## config.mk

```make
export PLATFORM = sky130hd
export DESIGN_NAME = chan_dump_eng
export DESIGN_NICKNAME = d
export VERILOG_FILES = /design/src/rtl/chan_dump_eng.sv
export SDC_FILE = /design/constraint.sdc
export NUM_CORES = 1
export LEC_CHECK = 0
export BUFFER_PORTS_ARGS = -buffer_cell sky130_fd_sc_hd__clkbuf_2
export CAP_MARGIN = 20
export CORE_MARGIN = 1
export CORE_UTILIZATION = 30
export DETAILED_ROUTE_END_ITERATION = 10
export PLACE_DENSITY = 0.54
export REMOVE_ABC_BUFFERS = 1
export SYNTH_ARGS = -nofsm -noshare
export SYNTH_HDL_FRONTEND = slang
export SYNTH_SLANG_ARGS = --single-unit
```

## constraint.sdc

```tcl
create_clock -name clk -period 1.92 [get_ports clk]
set_input_delay 0.192 -clock clk [delete_from_list [all_inputs] [get_ports clk]]
set_output_delay 0.192 -clock clk [all_outputs]
set_load 0.03 [all_outputs]
```

## src/rtl/chan_dump_eng.sv

```systemverilog
// chan_dump_eng: dumps one channel RAM oldest-first to the UART via a trmt/tx_done handshake
// Ports: clk/rst_n (async active-low); dump_req/dump_ch/trig_addr/capt_done request a dump;
//   abort ends it early; ram_addr/ram_rd_en/ram_rdata read the channel RAMs (1-cycle latency);
//   tx_data/trmt/tx_done talk to the transmitter; dumping/dump_done/bad_req report status.
module chan_dump_eng #(
  parameter int ENTRIES = 384,
  parameter int LOG2    = 9,
  parameter int NUM_CH  = 5,
  parameter int CH_W    = 3
) (
  input  logic                  clk,
  input  logic                  rst_n,
  input  logic                  dump_req,
  input  logic [CH_W-1:0]       dump_ch,
  input  logic [LOG2-1:0]       trig_addr,
  input  logic                  capt_done,
  input  logic                  abort,
  output logic [LOG2-1:0]       ram_addr,
  output logic                  ram_rd_en,
  input  logic [8*NUM_CH-1:0]   ram_rdata,
  output logic [7:0]            tx_data,
  output logic                  trmt,
  input  logic                  tx_done,
  output logic                  dumping,
  output logic                  dump_done,
  output logic                  bad_req
);
  localparam logic [1:0] IDLE = 2'd0, RD = 2'd1, SEND = 2'd2, WAIT = 2'd3;
  localparam logic [LOG2-1:0] LAST = LOG2'(ENTRIES - 1);
  localparam logic [CH_W-1:0] CH_LAST = CH_W'(NUM_CH - 1);
  logic [1:0] state;
  logic [CH_W-1:0] ch;
  logic [LOG2-1:0] cur_addr, cnt;
  logic [7:0] tx_q, sel;
  logic ok;
  always_comb begin
    sel = '0;
    for (int k = 0; k < NUM_CH; k++) if (ch == CH_W'(k)) sel = ram_rdata[8*k +: 8];
  end
  assign ok        = capt_done && dump_ch <= CH_LAST && trig_addr <= LAST;
  assign ram_addr  = cur_addr;
  assign ram_rd_en = state == RD;
  assign trmt      = state == SEND;
  assign dumping   = state != IDLE;
  // RAM data only arrives in SEND, so the live slice is forwarded during the strobe and held afterwards
  assign tx_data   = trmt ? sel : tx_q;
  always_ff @(posedge clk or negedge rst_n) begin
    if (!rst_n) begin
      state     <= IDLE;
      ch        <= '0;
      cur_addr  <= '0;
      cnt       <= '0;
      tx_q      <= '0;
      dump_done <= 1'b0;
      bad_req   <= 1'b0;
    end else begin
      dump_done <= 1'b0;
      bad_req   <= 1'b0;
      if (state == SEND) tx_q <= sel;
      if (state != IDLE && abort) state <= IDLE;
      else if (state == IDLE) begin
        bad_req <= dump_req && !ok;
        if (dump_req && ok) begin
          state    <= RD;
          ch       <= dump_ch;
          cur_addr <= trig_addr;
          cnt      <= '0;
        end
      end else if (state == RD) state <= SEND;
      else if (state == SEND) state <= WAIT;
      else if (tx_done) begin
        if (cnt == LAST) begin
          dump_done <= 1'b1;
          state     <= IDLE;
        end else begin
          cnt      <= cnt + 1'b1;
          cur_addr <= cur_addr == LAST ? '0 : cur_addr + 1'b1;
          state    <= RD;
        end
      end
    end
  end
endmodule
```

Word-level counts from Yosys, hierarchy flattened
Index checks and enable logic that the tools add are counted.

Output and inout port bits: 22. Logic and storage cells: 73. Input port bits: 58. Bits in registers: 33.

Bitwise logic cells: 1. $add $sub $neg: 2. Reductions and logical operators: 14. $lt $le $gt $ge: 2. Multiplexer cells: 34. Equal/unequal tests: 13.

Operators by type and width (number): 9-bit two-way mux (13); 8-bit two-way mux (6); 9-bit by 1-bit adder with 9-bit output, second input constant (2); 9-bit equality test, second input constant (2); 2-bit two-way mux (6); 9-bit less-or-equal comparator, second input constant (1); 1-bit two-way mux (9); 3-bit by 2-bit equality test with 1-bit output, second input constant (2); 2-bit by 1-bit inequality test with 1-bit output, second input constant (3); 6-bit AND reduction (1); 1-bit logical AND (5); 5-bit nonzero test (1); 2-bit nonzero test (2); 3-bit by 1-bit equality test with 1-bit output, second input constant (1); 3-bit equality test, second input constant (1); 3-bit less-or-equal comparator, second input constant (1); 3-bit logical NOT (1); 3-bit by 2-bit inequality test with 1-bit output, second input constant (1); 3-bit AND reduction (1); 2-bit by 1-bit equality test with 1-bit output, second input constant (1); 2-bit equality test, second input constant (1); 2-bit logical NOT (1); 2-bit inequality test, second input constant (1); 2-bit AND reduction (1); 2 further kinds (2).

Logic depth before layout (Yosys ltp)
Depth after elaboration: 7. Depth in mapped cells: 8.

Worst setup path after synthesis
No wires, ideal clock.

Path kind: register -> register. Start: register state[0]. End: register cur_addr[3], in the netlist ram_addr[3]. Arrival time: 1.948 ns. Clock period less this slack: 2.074 ns. Setup slack: -0.154 ns. Cell stages (with the launch flop): 9. Cell sequence: dfrtp_1 -> inv_1 -> ha_1 -> inv_1 -> a31oi_1 -> a211o_1 -> buf_6 -> a21o_1 -> a221o_1.

Cells in the longest elaborated chain, start to end: 4. Elaborated cells on any way between the ends: 13. Classes of those cells: eq/ne: 6; mux: 1; bitwise: 1; reduce/logical: 5.

RTL lines: from (decl) (line 31) `logic [1:0] state;`; from (signal assigned) (line 49) `state <= IDLE;`; from (signal assigned) (line 60) `if (state != IDLE && abort) state <= IDLE;`; from (signal assigned) (line 64) `state <= RD;`; 2-bit nonzero test; named net dumping (line 24) `output logic dumping,`; 1-bit logical AND (line 60); 1-bit NOT (no line); 6-bit AND reduction (no line); to (signal assigned) (line 66) `cur_addr <= trig_addr;`; to (signal assigned) (line 77) `cur_addr <= cur_addr == LAST ? '0 : cur_addr + 1'b1;`; to (decl) (line 33) `logic [LOG2-1:0] cur_addr, cnt;`.

The timed path passes the listed nets, and every way through them passes these cells. A chain may end at the register's enable or synchronous reset.

Final worst setup path
Start: register ch[0]. End: output port tx_data[1].

Cells in the longest elaborated chain, start to end: 7. Elaborated cells on any way between the ends: 11. Classes of those cells: eq/ne: 4; mux: 6; reduce/logical: 1.

RTL lines: from (decl) (line 32) `logic [CH_W-1:0] ch;`; from (signal assigned) (line 65) `ch <= dump_ch;`; 3-bit logical NOT (line 38) `for (int k = 0; k < NUM_CH; k++) if (ch == CH_W'(k)) sel = ram_rdata[8*k +: 8];`; 8-bit two-way mux (4 in series) (line 38); 8-bit two-way mux * (line 38); 8-bit two-way mux *; to (decl) (line 21) `output logic [7:0] tx_data,`.

Every way passes the cells marked *; elsewhere a longest branch is shown, timed or not.

==> metrics.md <==
| Metric | Value |
|---|---|
| First drt pass iteration count | `7` |
| Met1 usage | `0.251` |
| CP required | `1.73 ns` |
| Initial DRC count | `100` |
| Most common cell in the netlist | `dfrtp_1` |
| Power, Total | `4.99 mW` |
| DRC | `1` |
| Sw Share | `0.449` |
| Met3 layer usage reported by global route | `0.0317` |
| # rows | `29` |
| Die area | `0.00706 mm2` |
| Leading area contributor after synthesis | `dfrtp_1` |
| Hold EP | `ram_addr[4]` |
| Critical path fanouts, max | `5` |
| FFs w/ async S/R, synth | `1.00` |
| Synth Warn # | `0` |
| Max Buffers Root-to-Sink | `2` |
| Dpl cell area | `0.00270 mm2` |
| Failing checks | `design-rule violations, negative setup slack` |
| Num ports | `80` |
| Startpoint class of the critical path | `flop` |
| Hold slack | `0.133 ns` |
| Reg2reg end | `ram_addr[0]` |
| P&R area growth vs syn | `46.0%` |
| Top_reg_cell synth | `dfrtp_1` |
| Final Slew Violations | `0` |
| Peak Freq | `482 MHz` |
| Routed Antenna Nets | `0` |
| Dpl cells | `377` |
| Hold violation total from the final report | `0` |
| First-pass GRT wire length | `9890 um` |
| CTS Buf Count | `5` |
| #FFs+latches synth | `33` |
| Vias per cell | `5.18` |
| Post-layout min period | `2.07 ns` |
| Syn avg cell area | `10.1 um2` |
| Post-synth cell types | `51` |
| Max VDD drop | `0.773 mV` |
| Routing usage on met2 | `0.268` |
| Reg2Reg Setup Slack | `0.11 ns` |
| Share of layout cells above drive strength 1 | `0.473` |
| Hold Path Origin | `trig_addr[4]` |
| Area contributors post-synth | `dfrtp_1 (41%), mux4_2 (8.9%), nor2_1 (5.4%)` |
| Post-route cell area | `0.00295 mm2` |
| Post-synthesis sequential area ratio | `0.409` |
| Least-Margin Pin Slew | `0.614 ns` |
| Crit path arrival time | `1.88 ns` |
| Post-synth EDFFs | `0` |
| GRT Overall Usage | `0.178` |
| CP Capture Type | `output pin` |
| Clk slew on worst S/H paths | `0.07 ns` |
| Util after Layout | `0.459` |
| Sw power | `2.24 mW` |
| Worst Reg-to-Reg Cells | `7` |
| Starting Density | `0.314` |
| Top cells by count, synth | `dfrtp_1 (33), nor2_1 (29), nand2_1 (13)` |
| CTS Sinks | `33` |
| RSZ-0062 raised after global routing | `true` |
| Non-filler cells, final | `388` |
| NumNets Final | `374` |
| Routed wire length | `6010 um` |
| GR Overflow Total | `0` |
| Outcome | `finished with violations` |
| Dpl ws | `-0.0836 ns` |
| Clock share of power | `0.137` |
| GPL Wtd Cong | `0.799` |
| Sequential power share | `0.239` |
| Slew margin rel. | `0.591` |
| R2r startpoint | `state[1]` |
| Critical path class | `flop to output pin` |
| Share of the synthesized area in the top cell type | `0.409` |
| Root buf cell | `clkbuf_8` |
| CORE AREA | `0.00642 mm2` |
| Via count | `2011` |
| Power per cell area | `1690 mW/mm2` |
| Worst hold path class | `input port to flop` |
| Clock Skew | `0.00501 ns` |
| WL per Instance | `15.5 um` |
| Setup-failing EPs final | `8` |
| Initial antenna violation count | `0` |
| Largest net degree at the start of global routing | `23` |
| Port bufs | `79` |
| Die Height | `84.0 um` |
| H-tree depth | `2` |
| GRT busiest layer | `met2` |
| Hold Path Stages | `3` |
| Placed wire-length estimate | `4630 um` |
| Synth Instances | `200` |
| Int Pwr | `2.75 mW` |
| CTS tree | `built` |
| Antenna fix cells | `0` |
| Comb power frac | `0.624` |
| Clock insertion delay at the later pin of the skew report | `0.28 ns` |
| Die width | `84.0 um` |
| Min setup slack post-route | `-0.155 ns` |
| Final period utilization | `1.08` |
| Lkg Pwr | `1.41 nW` |
| Max Cap Viol | `0` |
| Final TNS setup | `-0.841 ns` |
| Synthesized area | `0.00202 mm2` |
| Vias in the first global route | `1973` |
## worst max-delay path, stage by stage, from the launching register on
cell	delay, ns
dfrtp_2	0.43
buf_12	0.13
mux4_2	0.49
a221oi_2	0.26
nor2_1	0.11
buf_4	0.18
## cell usage in the layout (no fill, tap or decap), drive strengths merged, types with 3 or more instances in the layout
master / n
buf: 36
mux4: 8
a221o: 3
a31oi: 3
nor3: 6
inv: 5
dfrtp: 33
o21ai: 10
nor2: 29
a21oi: 10
a221oi: 8
nand2: 13
mux2: 3
ha: 6
nand3: 9
mux2i: 4
clkbuf: 81
nor4: 4
nor3b: 3
## logic make-up after synthesis
logic type               share of synthesized area
buffers and inverters                       0.0335
multiplexers                                 0.126
flip-flops                                   0.409
AND/OR/NAND/NOR                              0.218
XOR/XNOR                                    0.0174
AO/OA/AOI/OAI                                0.158
adder cells (fa/ha/maj)                     0.0372
## worst max path at each step
stage	start	end	slack [ns]	cells after the start
detailed placement	ch[0]	tx_data[6]	-0.08	4
finish	ch[0]	tx_data[1]	-0.15	5
floorplan	state[0]	ram_addr[3]	-0.26	7
global placement	ch[0]	tx_data[2]	-0.10	4
global route	ch[0]	tx_data[1]	-0.23	5
CTS	ch[0]	tx_data[4]	-0.14	5
## sequential cells by signal, indices dropped and copies added (netlist names)
name       flops
ch             3
tx_q           8
ram_addr       9
bad_req        1
cnt            9
dump_done      1
state          2
## final cells by class
class,count,area [um2]
Sequential cell,33,827
Multi-Input combinational cell,152,1180
Clock inverter,1,30.0
Inverter,7,27.5
Tap cell,77,96.3
Timing Repair Buffer,111,693
Fill cell,610,3480
Clock buffer,7,86.3
## routing by layer
layer / up-vias / part of all wire
met1: 978 / 0.49
met2: 36 / 0.46
met3: 10 / 0.025
met5: - / 0
met4: 0 / 0.023
li1: 987 / -
## timing repair
| action | in CTS | in global routing |
|---|---|---|
| setup buffers | 2 | 0 |
| setup endpoints to repair | 8 | 8 |
| cloned | 0 | 0 |
| hold buffers | 1 | 0 |
| pin swaps | 2 | 0 |
| gates resized for setup | 23 | 6 |
| hold endpoints to repair | 20 | 0 |
## power groups by stage
stage | logic, mW | clock network (mW) | registers (mW)
floorplan | 1.56 | 0 | 1.40
global placement | 2.81 | 0 | 1.18
detailed placement | 2.82 | 0 | 1.19
CTS | 3.09 | 0.710 | 1.19
global route | 3.38 | 0.730 | 1.23
finish | 3.11 | 0.685 | 1.19
Note: power is estimated with default switching activity, not from simulation.
